==> config.mk <==
export PLATFORM = sky130hd
export DESIGN_NAME = wb_ddr3_port_arbiter
export DESIGN_NICKNAME = d
export VERILOG_FILES = /design/src/rtl/wb_ddr3_port_arbiter.sv
export SDC_FILE = /design/constraint.sdc
export NUM_CORES = 1
export LEC_CHECK = 0
export CAP_MARGIN = 25
export CELL_PAD_IN_SITES_DETAIL_PLACEMENT = 1
export CELL_PAD_IN_SITES_GLOBAL_PLACEMENT = 2
export CORE_ASPECT_RATIO = 2
export CORE_MARGIN = 2
export CORE_UTILIZATION = 11
export DETAILED_ROUTE_END_ITERATION = 6
export PLACE_DENSITY = 0.87
export RECOVER_POWER = 100
export SLEW_MARGIN = 20
export SYNTH_ARGS = -nofsm -noshare
export SYNTH_HDL_FRONTEND = slang
export SYNTH_SLANG_ARGS = --single-unit
==> constraint.sdc <==
create_clock -name clk -period 2.2 [get_ports clk]
set_input_delay 0.44 -clock clk [delete_from_list [all_inputs] [get_ports clk]]
set_output_delay 0.44 -clock clk [all_outputs]
set_load 0.02 [all_outputs]
==> src/rtl/wb_ddr3_port_arbiter.sv <==
`default_nettype none
// +--------------------------------------------------------------------------+
// | wb_ddr3_port_arbiter: two Wishbone masters onto one DDR3 bridge port,    |
// | round-robin tie-break, stall watchdog.                  Revision: 1.0    |
// +--------------------------------------------------------------------------+
module wb_ddr3_port_arbiter #(
  parameter int WB_AWIDTH = 32,
  parameter int WB_DWIDTH = 32,
  parameter int TIMEOUT   = 255
) (
  input  logic                   clk,
  input  logic                   reset,
  input  logic [WB_AWIDTH-1:0]   m0_adr,
  input  logic [WB_DWIDTH/8-1:0] m0_sel,
  input  logic                   m0_we,
  input  logic [WB_DWIDTH-1:0]   m0_dat_w,
  input  logic                   m0_cyc,
  input  logic                   m0_stb,
  output logic [WB_DWIDTH-1:0]   m0_dat_r,
  output logic                   m0_ack,
  output logic                   m0_err,
  input  logic [WB_AWIDTH-1:0]   m1_adr,
  input  logic [WB_DWIDTH/8-1:0] m1_sel,
  input  logic                   m1_we,
  input  logic [WB_DWIDTH-1:0]   m1_dat_w,
  input  logic                   m1_cyc,
  input  logic                   m1_stb,
  output logic [WB_DWIDTH-1:0]   m1_dat_r,
  output logic                   m1_ack,
  output logic                   m1_err,
  output logic [WB_AWIDTH-1:0]   s_adr,
  output logic [WB_DWIDTH/8-1:0] s_sel,
  output logic                   s_we,
  output logic [WB_DWIDTH-1:0]   s_dat_w,
  output logic                   s_cyc,
  output logic                   s_stb,
  input  logic [WB_DWIDTH-1:0]   s_dat_r,
  input  logic                   s_ack,
  input  logic                   s_err,
  output logic [1:0]             grant,
  output logic                   timeout_pulse
);

  localparam logic [15:0] TO_LAST = 16'(TIMEOUT - 1);

  typedef enum logic [1:0] {
    IDLE = 2'd0,
    OWN0 = 2'd1,
    OWN1 = 2'd2
  } state_t;

  state_t      state_q, state_d;
  logic [1:0]  grant_q, grant_d;
  logic        last_owner_q, last_owner_d;
  logic [15:0] cnt_q, cnt_d;
  logic        arm_q, arm_d;

  logic        owned;
  logic        own_cyc;
  logic        own_stb;
  logic        own0;
  logic        own1;
  logic        fire;

  always_comb begin
    owned   = 1'b0;
    own_cyc = 1'b0;
    own_stb = 1'b0;
    s_adr   = '0;
    s_sel   = '0;
    s_we    = 1'b0;
    s_dat_w = '0;
    case (state_q)
      OWN0: begin
        owned   = 1'b1;
        own_cyc = m0_cyc;
        own_stb = m0_stb;
        s_adr   = m0_adr;
        s_sel   = m0_sel;
        s_we    = m0_we;
        s_dat_w = m0_dat_w;
      end
      OWN1: begin
        owned   = 1'b1;
        own_cyc = m1_cyc;
        own_stb = m1_stb;
        s_adr   = m1_adr;
        s_sel   = m1_sel;
        s_we    = m1_we;
        s_dat_w = m1_dat_w;
      end
      default: ;
    endcase
  end

  // The armed cycle is the forced-termination cycle; the strobe is withdrawn then.
  assign s_cyc = own_cyc;
  assign s_stb = own_stb & ~arm_q;

  assign own0 = (state_q == OWN0);
  assign own1 = (state_q == OWN1);
  assign fire = arm_q & owned & ~s_ack;

  assign m0_dat_r      = s_dat_r;
  assign m1_dat_r      = s_dat_r;
  assign m0_ack        = own0 & s_ack;
  assign m1_ack        = own1 & s_ack;
  assign m0_err        = own0 & (s_err | fire);
  assign m1_err        = own1 & (s_err | fire);
  assign grant         = grant_q;
  assign timeout_pulse = fire;

  always_comb begin
    state_d      = state_q;
    last_owner_d = last_owner_q;
    case (state_q)
      IDLE: begin
        if (m0_cyc && m1_cyc) begin
          if (last_owner_q) begin
            state_d      = OWN0;
            last_owner_d = 1'b0;
          end else begin
            state_d      = OWN1;
            last_owner_d = 1'b1;
          end
        end else if (m0_cyc) begin
          state_d      = OWN0;
          last_owner_d = 1'b0;
        end else if (m1_cyc) begin
          state_d      = OWN1;
          last_owner_d = 1'b1;
        end
      end
      OWN0:    if (!m0_cyc) state_d = IDLE;
      OWN1:    if (!m1_cyc) state_d = IDLE;
      default: state_d = IDLE;
    endcase
    grant_d = {state_d == OWN1, state_d == OWN0};
  end

  // Arm only while the owner keeps its cycle, so a pulse never lands in IDLE.
  always_comb begin
    arm_d = owned && own_cyc && own_stb && !s_ack && !s_err && !arm_q &&
            (cnt_q == TO_LAST);
    if (!owned || !own_cyc || s_ack || s_err || arm_q) begin
      cnt_d = '0;
    end else if (s_stb) begin
      cnt_d = cnt_q + 16'd1;
    end else begin
      cnt_d = cnt_q;
    end
  end

  always_ff @(posedge clk or negedge reset) begin
    if (!reset) begin
      state_q      <= IDLE;
      grant_q      <= 2'b00;
      last_owner_q <= 1'b1;
      cnt_q        <= '0;
      arm_q        <= 1'b0;
    end else begin
      state_q      <= state_d;
      grant_q      <= grant_d;
      last_owner_q <= last_owner_d;
      cnt_q        <= cnt_d;
      arm_q        <= arm_d;
    end
  end

endmodule
`default_nettype wire

==> results of run 1 <==
-- per-layer routing --
layer | vias to the layer above | part of all wire, % | global-route usage (%)
met3 | 61 | 8.2 | 2.805
met5 | - | 0 | 0
met4 | 0 | 6.3 | 6.949
li1 | 1587 | - | -
met1 | 1619 | 29 | 8.664
met2 | 175 | 57 | 20.37
-- layout make-up --
class	instances	area (sq um)
well taps	336	420.4
inverters	6	25.02
flip-flops and latches	22	553.0
clock buffers	4	78.83
fillers	3011	19610
multi-input cells	242	1773
repair buffers	266	2575
diodes	1	2.502
-- layout by cell type, fill, tap and decap left out, types with 3 or more instances in the layout --
| master | instances |
|---|---|
| sky130_fd_sc_hd__clkdlybuf4s50_1 | 143 |
| sky130_fd_sc_hd__buf_4 | 75 |
| sky130_fd_sc_hd__a22oi_1 | 64 |
| sky130_fd_sc_hd__nor2b_1 | 62 |
| sky130_fd_sc_hd__dfrtp_1 | 20 |
| sky130_fd_sc_hd__buf_2 | 13 |
| sky130_fd_sc_hd__nor2b_2 | 12 |
| sky130_fd_sc_hd__clkdlybuf4s15_2 | 10 |
| sky130_fd_sc_hd__nand2_1 | 9 |
| sky130_fd_sc_hd__buf_12 | 9 |
| sky130_fd_sc_hd__nor2_1 | 8 |
| sky130_fd_sc_hd__a22oi_2 | 7 |
| sky130_fd_sc_hd__o21ai_0 | 6 |
| sky130_fd_sc_hd__a21oi_1 | 6 |
| sky130_fd_sc_hd__clkbuf_16 | 6 |
| sky130_fd_sc_hd__buf_6 | 6 |
| sky130_fd_sc_hd__nand4_1 | 5 |
| sky130_fd_sc_hd__nand3_1 | 5 |
| sky130_fd_sc_hd__xnor2_1 | 5 |
| sky130_fd_sc_hd__inv_1 | 4 |
| sky130_fd_sc_hd__o211ai_1 | 4 |
| sky130_fd_sc_hd__dlygate4sd3_1 | 4 |
| sky130_fd_sc_hd__nor3_1 | 3 |
| sky130_fd_sc_hd__and4_1 | 3 |
| sky130_fd_sc_hd__nor4_1 | 3 |
| sky130_fd_sc_hd__or4_1 | 3 |
| sky130_fd_sc_hd__or3_1 | 3 |
| sky130_fd_sc_hd__ha_4 | 3 |
| sky130_fd_sc_hd__ha_1 | 3 |
-- logic make-up (layout without fill, tap and decap cells) --
logic type / count (synthesis) / after routing / synth area share (%)
flip-flops: 22 / 22 / 19.78
AND/OR/NAND/NOR: 134 / 134 / 29.12
XOR/XNOR: 6 / 6 / 1.884
other: 0 / 1 / 0
adder cells (fa/ha/maj): 6 / 6 / 2.692
buffers and inverters: 96 / 276 / 21.76
multiplexers: 1 / 1 / 0.3589
AO/OA/AOI/OAI: 95 / 95 / 24.41
-- critical path, stage by stage (launching register included) --
cell                      delay, ns
sky130_fd_sc_hd__dfrtp_2       0.41
sky130_fd_sc_hd__inv_4         0.06
sky130_fd_sc_hd__ha_4          0.32
sky130_fd_sc_hd__or3b_4        0.43
sky130_fd_sc_hd__or3_4         0.37
sky130_fd_sc_hd__or4_4         0.49
sky130_fd_sc_hd__nand2_2       0.07
-- registers in the layout, summed over array words and instances (netlist names) --
register,count
cnt_q,16
grant,2
state_q,2
arm_q,1
last_owner_q,1
-- report_power, final --
| group | internal [uW] | switching [uW] | total [uW] |
|---|---|---|---|
| Clock | 248 | 157 | 405 |
| Sequential | 454 | 37.6 | 492 |
| Combinational | 2270 | 2170 | 4450 |
-- metrics by stage --
step                power (uW)  cell area (sq um)  cells  utilization [%]
floorplan                 2671               2789    360                -
global placement          4438               5140    856            20.53
detailed placement        4472               5140    856            20.53
CTS                       4857               5099    867            20.37
global route              5682               5428    877            21.68
finish                    5342               5428    877            21.68
-- worst paths after layout --
kind                                     end  cells past startpoint  slack [ns]
worst max-delay path               cnt_q[10]                      6       -0.02
worst min-delay path            last_owner_q                      2        0.57
worst max register to register     cnt_q[10]                      6       -0.02
worst min register to register  last_owner_q                      2        0.57
max in group asynchronous         state_q[1]                      2        0.32
min in group asynchronous          cnt_q[15]                      2        1.00
-- repair_timing --
item | 4_1_cts | 5_1_grt
cloned | 1 | 3
pin swaps | 14 | 6
endpoints found under the hold margin | 0 | 0
gates resized for setup | 297 | 88
buffers inserted | 6 | 6
endpoints found under the setup margin | 93 | 78
==> results.md, run 1 <==
Die:
- The count of boundary I/O pins is 320.
- The horizontal die dimension is 116.6 um.
- The initial cell density of the core is approximately 11%.
- The number of cell rows is 82.
- The die covers 26720 sq um.
- The die is ~230 um tall.
- The total core area is 25030 sq um.

Finish:
- The share of layout cells above drive strength 1 is between 20% and 30%.
- The relative area change from synthesis to final layout is 94.62%.
- For this run, the post-layout net count is around 730.

Global routing:
- The initial antenna violation count is 1.
- The via count of the first global-routing pass is between 3k and 4k.
- The maximum number of pins on one net before global-route repair is 44.
- The first-pass GRT wire length is 21.33 mm.
- Global routing finished with a remaining overflow of 0.
- The overall fraction of global-route tracks in use is between 10% and 20%.

Clock tree:
- The later pin in the worst-skew pair is clocked with a latency of between 0.2 and 0.3 ns.
- In this run, CTS created clock tree buffers numbering 3.
- Clock tree synthesis selected as its root buffer the cell sky130_fd_sc_hd__clkbuf_16.
- The tree built by TritonCTS fans out to 22 sinks.
- The post-cts hold buffer count is 0.
- In this run the number of H-tree levels came out at 1.
- The maximum buffer depth of the clock tree is 2.
- After clock tree synthesis, the clock-pin slew on the worst setup and hold paths is 0.06 ns.
- TritonCTS built the clock tree.

Yosys:
- By area the synthesized netlist is led by sky130_fd_sc_hd__a22oi_1 19%, sky130_fd_sc_hd__dfrtp_1 19%, sky130_fd_sc_hd__buf_4 17%, sky130_fd_sc_hd__nor2b_1 17%, sky130_fd_sc_hd__ha_1 2.7%.
- In this run the biggest area consumer among cell types represents a little under a fifth of the synthesized area.
- The cell type with the highest aggregate area in the netlist is sky130_fd_sc_hd__a22oi_1.
- Among all flip-flop cells after synthesis, the most frequent one is sky130_fd_sc_hd__dfrtp_1.
- Counting flops with an async set or reset pin after synthesis yields a share of 100.0%.
- The register area share after synthesis is around a fifth.
- The net count after synthesis is roughly 540.
- The number of enable-type register cells in the synthesized netlist is 0.
- By count the netlist is led by 74 x sky130_fd_sc_hd__nor2b_1, 71 x sky130_fd_sc_hd__a22oi_1, 65 x sky130_fd_sc_hd__buf_4.
- The number of warnings reported in the yosys synthesis log is 0.
- The count of state elements after synthesis is 22.
- The mean area per synthesized cell is 7.747 sq um.
- In this run the cell area of the synthesized design comes to ~2800 sq um.
- Yosys mapped the design onto just over 40 distinct sky130hd cell types.
- The count of mapped cells out of synthesis is 360.
- The most frequent cell after synthesis is sky130_fd_sc_hd__nor2b_1.

Timing:
- The worst-margin pin slew is ~1.3 ns.
- Based on the critical path, the design can be clocked at up to around 0.45 GHz.
- The total setup violations reported at the end of the flow is 2.
- The routed design could run at a clock period as short as around 2.2 ns.
- For the final routed database, the setup TNS stands at -0.03184 ns.
- The number of max-slew violations in the final report is 0.
- Headroom to the max-slew limit came out at a little under an eighth.
- Setup repair after global routing could not meet its margin everywhere.
- The final hold violation count was 0.
- After layout, the worst path uses 100.7% of the clock period.
- The post-route clock skew is between 0.0015 and 0.002 ns.
- The least setup slack across all paths after layout is -0.01595 ns.
- Hold timing on the final database bottoms out at a slack of about 0.57 ns.

Power:
- The worst-case vdd ir drop is about 0.00058 V.
- The leakage dissipation is around 0.002 uW.
- Power spread over the standard cell area amounts to a little under 1000 nW/um^2.

Route:
- After detailed routing, the average wire length per cell comes to ~17 um.
- The detailed router placed between 3k and 4k vias in this run.
- The detail route stage leaves a number of antenna-violating nets equal to 0.
- Before antenna repair, the detailed router went through 4 iterations.
- The DRC violation count after routing is 0.
- After detailed routing, the number of vias per cell comes to roughly 3.9.
- The detailed router finished its first iteration with 120 violations.
- The routed wire length is between 10 and 15 mm.

Setup path:
- In this run the worst setup path begins at state_q[1].
- STA classifies the critical path endpoint as a flip-flop.
- For the worst setup path, the data required time is roughly 2.4 ns.
- Data on the critical path arrives at its endpoint at between 2 and 2.5 ns.
- STA classifies the critical path startpoint as a flip-flop.
- In this run the critical register-to-register path is launched from state_q[1].
- The critical setup path kind is reg -> reg.
- Along the worst path, the maximum fanout reaches 6.

Run status:
- The final reports fail on setup timing.
- The run finished, with violations left.

Placed design:
- At the end of routability-driven placement, the weighted congestion stood at between 0.7 and 0.8.
- Before CTS, the worst setup slack after placement is -0.3060 ns.
- Port buffering added approximately 220 buffers.
- The final HPWL from detailed placement is about 12 mm.

Min path:
- The classification of the worst-slack hold path is reg -> reg.
- The startpoint identified for the worst hold timing path is last_owner_q.

Run:
- The count of max-cap constraint violations is 0.
(Power assumes the default switching activity.)
==> run 2, diff against run 1 <==
CTS_CLUSTER_DIAMETER = 120   (was unset)
REMOVE_ABC_BUFFERS = 1   (was unset)
SLEW_MARGIN = 10   (was 20)
==> run 2 against run 1 <==
- the run still ends with setup timing left
- sequential power down 2%
- non-clock buffer count up 22
- register-to-register slack worse by 0.10 ns
- cell area up 10%
- cell count up 2.4%
- maximum frequency down 4.4%
- global-route usage up 1.9 points
- via count up 7.6%
- worst setup slack worse by 0.10 ns
- sequential cell count unchanged
- combinational power up 17%
- clock power up 30%
- critical path type unchanged
- largest power group unchanged
==> results.md, run 2 (same netlist as run 1, synthesis figures left out) <==
Setup path:
- Traced cell by cell, the critical path runs through inv_2, ha_4, buf_6, or3b_4, or3_4, or4_4, nand2_2.
- The cell at the slowest stage of the critical path is sky130_fd_sc_hd__or4_4.
- The startpoint kind of the worst setup timing path is a flip-flop.
- The setup path with the least slack is of type reg -> reg.
- STA classifies the critical path endpoint as a flip-flop.
- Together, buffers and inverters on the worst path number 2.
- The worst path arrival time is 2.53 ns.
- The highest net fanout along the worst path is 6.
- The data required time of the critical path is around 2.4 ns.
- The largest single stage delay on the critical path is around 0.52 ns.
- The kind of cell with the highest combined delay on the critical path is simple AND/OR/NAND/NOR gates.

Route:
- The remaining antenna violation count is 0.
- The count of TritonRoute iterations in the first routing pass is 4.
- The DRC violation count after routing is 0.
- The total via count in the routed design is between 3k and 4k.
- For this block, the routed nets add up to around 18 mm of wire.
- The detailed-route wire length per cell is 19.68 um.
- The iteration-0 DRC count of the detailed router is 97.
- The via density per instance is between 4 and 5.

Power:
- In this run the static leakage power is 0.002219 uW.
- Dividing total power by cell area gives a power density of about 1000 nW/um^2.
- Per report_power, the combinational group accounts for 83.8% of the total.
- Across the VDD grid, the largest voltage drop is about 0.00060 V.
- The switching part of the total power is a little over two fifths.
- The total net switching power is around 2700 uW.
- The internal cell power is approximately 3500 uW.
- The part of the total power dissipated in the clock network is 8.5%.
- Registers are responsible for under 10% of the overall power.

Die:
- The horizontal die dimension is roughly 120 um.
- Row generation in the floorplan step produced 82 rows.
- The core region is around 25000 sq um.
- In this run the count of I/O pins placed on the die edge is 320.
- Measured along the y axis, the die boundary spans ~230 um.
- The initial cell density of the core is between 10% and 20%.
- The die covers 26720 sq um.

Clock tree:
- In this run the deepest clock path goes through 2 buffers.
- After clock tree synthesis, the clock-pin slew on the worst setup and hold paths is about 0.06 ns.
- In this run, CTS created clock tree buffers numbering 3.
- The number of sinks driven by the clock tree is 22.
- The buffer cell driving the clock tree root is sky130_fd_sc_hd__clkbuf_16.
- In this run the number of H-tree levels came out at 1.
- The clock reaches the later pin of the worst-skew pair after roughly 0.27 ns.
- The CTS tree is yes.

Finish:
- In the final design database the tool counted ~750 nets.
- Once layout is complete, the cells apart from fillers number ~900.
- In the layout the commonest cells are 143 x sky130_fd_sc_hd__clkdlybuf4s50_1, 86 x sky130_fd_sc_hd__buf_4, 70 x sky130_fd_sc_hd__nor2b_1.
- The share of layout cells above drive strength 1 is 41.28%.
- The final non-filler cell area is roughly 6000 sq um.
- The relative area change from synthesis to final layout is 114.4%.
- The flip-flop count of the largest register, all copies and words added is 16.
- The library cell used most frequently in the layout, excluding fill and tap cells, is sky130_fd_sc_hd__clkdlybuf4s50_1.
- Ranked by flip-flop count, first place goes to cnt_q.
- The number of antenna cells inserted is 0.

Placed design:
- The global placement routability congestion is roughly 0.86.
- After legalization and detailed placement, the total HPWL measured approximately 14 mm.
- The number of buffers added on ports is between 200 and 250.
- The count of placed standard cells including taps is around 900.
- The placed instances occupy a cell area of ~5300 sq um.

Run status:
- The final reports fail on setup timing.
- The flow ran to the end, but the final reports show violations.

Global routing:
- The via count of the first global-routing pass was 4064.
- The maximum number of pins on one net before global-route repair is 32.
- The initial antenna violation count is 0.
- The first global-routing pass estimated ~24 mm of wire.
- Global routing used approximately an eighth of the available tracks.
- Global routing finished with a remaining overflow of 0.

Timing:
- The ratio of final minimum period to clock period is 105.3%.
- At the pin with the least slew margin, the transition time is around 1.4 ns.
- The post-route clock skew is between 0.005 and 0.006 ns.
- Timing would allow up to 0.4316 GHz.
- After layout, the minimum clock period comes to between 2 and 2.5 ns.
- The number of max-slew violations in the final report came to 0.
- The least setup slack across all paths after layout is -0.1171 ns.
- The final hold violation count was 0.
- The total setup violations reported at the end of the flow is 16.
- The worst-case headroom to the max-slew limit is around 8.6%.
- Setup repair after global routing could not meet its margin everywhere.

Min path:
- The classification of the worst-slack hold path is reg -> reg.

Run:
- The count of max-cap constraint violations is 0.
[run 2: routing by layer]
metal	vias up	GRT usage [%]	part of all wire (%)
met3	41	6.880	13
li1	1631	-	-
met4	4	4.412	4.6
met2	278	21.33	51
met1	1749	11.85	31
met5	-	2.745	0.46
[run 2: final timing paths]
kind,from,endpoint,slack [ns],cells past startpoint
hold / removal,last_owner_q,last_owner_q,0.55,2
hold reg to reg,last_owner_q,last_owner_q,0.55,2
setup reg to reg,state_q[1],cnt_q[15],-0.12,7
setup / recovery,state_q[1],cnt_q[15],-0.12,7
max in group asynchronous,reset,cnt_q[8],0.38,2
min in group asynchronous,reset,cnt_q[5],1.02,2
[run 2: what timing repair did]
action / 4_1_cts / 5_1_grt
buffers inserted: 5 / 8
pin swaps: 5 / 17
hold buffers: 0 / 0
gates cloned: 2 / 4
gates resized for setup: 333 / 152
endpoints found under the hold margin: 0 / 0
setup endpoints to repair: 87 / 77
[run 2: area by class of cell]
class / count / area [sq um]
fillers: 2960 / 19050
repair buffers: 288 / 2811
multi-input cells: 242 / 2068
flip-flops and latches: 22 / 551.8
well taps: 336 / 420.4
clock buffers: 3 / 75.07
clock inverters: 1 / 30.03
inverters: 6 / 22.52
[run 2: power by group through the flow]
stage,Clock (uW),Sequential [uW],Combinational [uW]
global route,550,487,5490
detailed placement,0,486,4260
floorplan,0,504,1900
CTS,536,481,4320
global placement,0,484,4220
finish,526,480,5200
[run 2: stage by stage]
stage | TNS [ns] | util, % | hold WS [ns] | setup slack (ns) | power [uW]
floorplan | -64.76 | - | 0.1444 | -1.173 | 2401
global placement | -10.03 | 21.16 | 0.5217 | -0.2605 | 4704
detailed placement | -12.83 | 21.16 | 0.5342 | -0.3212 | 4745
CTS | -0.7592 | 21.27 | 0.5508 | -0.1085 | 5334
global route | -3.443 | 23.89 | 0.6046 | -0.1679 | 6531
finish | -0.7464 | 23.89 | 0.5483 | -0.1171 | 6207
[run 2: worst register-to-register path, delay by kind of cell (launching register included)]
kind          cells  cell delay [ns]
flops             1             0.40
buf+inv           2             0.19
simple gates      4             1.37
fa+ha+maj         1             0.29
==> run 3, diff against run 2 <==
CTS_BUF_LIST = sky130_fd_sc_hd__clkbuf_4   (was unset)
SLEW_MARGIN = 5   (was 10)
==> run 3 against run 2 <==
- the run still ends with setup timing left
- global-route usage rose by 0.20 points
- routed wire length down 0.19%
- clock skew increased by 0.010 ns
- power down 0.48%
- largest power group unchanged
- first-iteration DRC count increased by 18%
==> results.md, run 3 (same netlist as run 1, synthesis figures left out) <==
Placed design:
- Once placement completed, the tool counted placed cells totaling between 800 and 900.
- The minimum setup slack after placement is -0.3212 ns.
- The final HPWL from detailed placement is 14.02 mm.
- Input and output buffers added on the ports amount to about 220.
- Routability-driven placement finished with a final weighted congestion of around 0.86.

Route:
- The detailed-route wire length per cell is slightly below 20 um.
- Once detail routing completed, the nets flagged for antenna violations numbered 0.
- The routed design has around 18 mm of wire.
- The total via count in the routed design is about 3.7k.
- The pre-antenna-repair detailed-routing pass consisted of 4 iterations.
- After the first detailed-routing iteration, the DRC count stood at around 110.
- In the routed design, unresolved DRC markers number 0.
- The via density per instance is 4.095.

Global routing:
- The initial antenna violation count is 1.
- The via count of the first global-routing pass is between 4k and 5k.
- After global routing the overflow that remains totals 0.
- The first-pass GRT wire length is roughly 25 mm.
- The overall fraction of global-route tracks in use is 12.50%.
- The maximum number of pins on one net before global-route repair is 23.

Finish:
- The register with the most flip-flops in the layout has 16 of them.
- From synthesis to final layout, the design area changed by 113.1%.
- The count of nets after finishing is between 700 and 800.
- The post-route netlist has a little over two fifths of its cells at a drive strength greater than 1.
- Leaving out fill and tap cells, the most frequent cells in the layout are 144 x sky130_fd_sc_hd__clkdlybuf4s50_1, 90 x sky130_fd_sc_hd__buf_4, 56 x sky130_fd_sc_hd__a22oi_2, 56 x sky130_fd_sc_hd__nor2b_1, 27 x sky130_fd_sc_hd__buf_6.
- The leading cell type in the layout, fill and taps excluded is sky130_fd_sc_hd__clkdlybuf4s50_1.
- The largest register by flop count is cnt_q.
- The number of standard cells in the layout, taps in and fillers out is between 800 and 900.

Timing:
- For the pin with the worst max-slew slack, the measured transition is 1.392 ns.
- After routing, the total negative slack on setup checks comes to -4.032 ns.
- Setup slack on the critical path of the routed design comes to -0.1504 ns.
- The number of max-slew violations in the final report was 0.
- Setup repair after global routing could not meet its margin everywhere.
- The ratio of final minimum period to clock period is 106.8%.
- The final period demand of the worst path is approximately 2.4 ns.
- The final hold violation count came to 0.
- The final worst hold slack is approximately 0.56 ns.
- The post-route clock skew is about 0.015 ns.
- Headroom to the max-slew limit came out at ~7.2%.
- The timing-limited maximum frequency is 0.4255 GHz.
- The total setup violations reported at the end of the flow is 75.

Min path:
- The path with the worst hold slack has its endpoint at cnt_q[6].
- In this run the worst hold path is classified as reg -> reg.
- The worst hold path passes through 2 cells.
- The startpoint identified for the worst hold timing path is cnt_q[6].

Clock tree:
- The insertion delay to the later sink of the worst-skew pair is approximately 0.33 ns.
- Counting the buffers created by CTS gives 3.
- The maximum buffer depth of the clock tree is 2.
- The post-CTS clock slew at the launch and capture registers of the worst setup and hold paths is approximately 0.14 ns.
- The count of H-tree levels built during CTS is 1.
- The number of sinks driven by the clock tree is 22.
- The CTS tree is yes.
- The number of hold buffers added after CTS was 0.
- The buffer cell driving the clock tree root is sky130_fd_sc_hd__clkbuf_4.

Die:
- In this run the core area contains 82 standard-cell rows.
- For this configuration, the core starts out at a cell density of 11.14%.
- The die covers between 20000 and 30000 sq um.
- 320 I/O pins were placed.
- From bottom edge to top edge, the die measures around 230 um.
- The total core area is ~25000 sq um.
- The horizontal die dimension is between 100 and 150 um.

Setup path:
- STA puts the critical path data required time at approximately 2.5 ns.
- The worst path arrival time is between 2 and 3 ns.
- The depth of the most critical reg-to-reg path is 7.
- The worst setup path is of the reg -> reg kind.
- STA classifies the critical path endpoint as a flip-flop.
- The worst reg2reg path startpoint is state_q[1].
- Along the worst path, the maximum fanout reaches 6.
- The slack of the worst reg-to-reg path is -0.15 ns.
- The worst register-to-register path ends at cnt_q[12].
- The startpoint kind of the worst setup timing path is a flip-flop.

Run:
- The count of max-cap constraint violations is 0.

Power:
- The analysis attributes to cell leakage a power of about 0.0022 uW.
- The worst-case vdd ir drop is 0.0006669 V.
- Power spread over the standard cell area amounts to between 1000 and 1500 nW/um^2.

Run status:
- The run finished, with violations left.
- The checks that failed: setup timing.
-- run 3: power breakdown --
part           total [uW]  switching, uW  leakage [uW]  internal, uW
combinational        5370           2530       0.00189          2840
sequential            483           31.0      0.000300           452
clock                 326            141     0.0000279           185
-- run 3: worst max path at each step --
| stage | start | endpoint | slack [ns] | cells past startpoint |
|---|---|---|---|---|
| 2_1_floorplan | state_q[0] | cnt_q[8] | -1.17 | 6 |
| 3_3_place_gp | m1_cyc | s_cyc | -0.26 | 4 |
| 3_5_place_dp | m1_cyc | s_cyc | -0.32 | 4 |
| 4_1_cts | state_q[1] | cnt_q[10] | -0.17 | 7 |
| 5_1_grt | state_q[1] | cnt_q[10] | -0.21 | 7 |
| 6_report | state_q[1] | cnt_q[12] | -0.15 | 7 |
-- run 3: final cells by class --
class                   count  area (sq um)
clock inverters             1         30.03
flip-flops and latches     22         551.8
repair buffers            283          2808
well taps                 336         420.4
multi-input cells         242          2087
clock buffers               3         22.52
inverters                   6         22.52
fillers                  2946         19090
diodes                      1         2.502
-- run 3: repair_timing --
item	4_1_cts	5_1_grt
resized for setup	459	53
endpoints found under the setup margin	87	91
pin swaps	22	10
buffers inserted	8	1
gates cloned	3	2
-- run 3: critical path, cell delays in order (launching register included) --
cell	delay [ns]
sky130_fd_sc_hd__dfrtp_1	0.46
sky130_fd_sc_hd__inv_2	0.09
sky130_fd_sc_hd__ha_4	0.31
sky130_fd_sc_hd__buf_6	0.12
sky130_fd_sc_hd__or3b_4	0.39
sky130_fd_sc_hd__or3_4	0.37
sky130_fd_sc_hd__or4_4	0.49
sky130_fd_sc_hd__nand2_2	0.06
-- run 3: through the flow --
stage	util, %	instance area (sq um)	total power, uW
floorplan	-	2205	2401
global placement	21.16	5298	4704
detailed placement	21.16	5298	4745
CTS	22.74	5693	5850
global route	23.75	5944	6494
finish	23.75	5944	6177
-- run 3: layer usage --
layer	up-vias	GRT usage [%]	part of all wire [%]
li1	1621	-	-
met1	1732	12.11	32
met2	269	21.80	51
met3	37	6.880	12
met4	2	4.228	4.3
met5	-	2.745	0.36
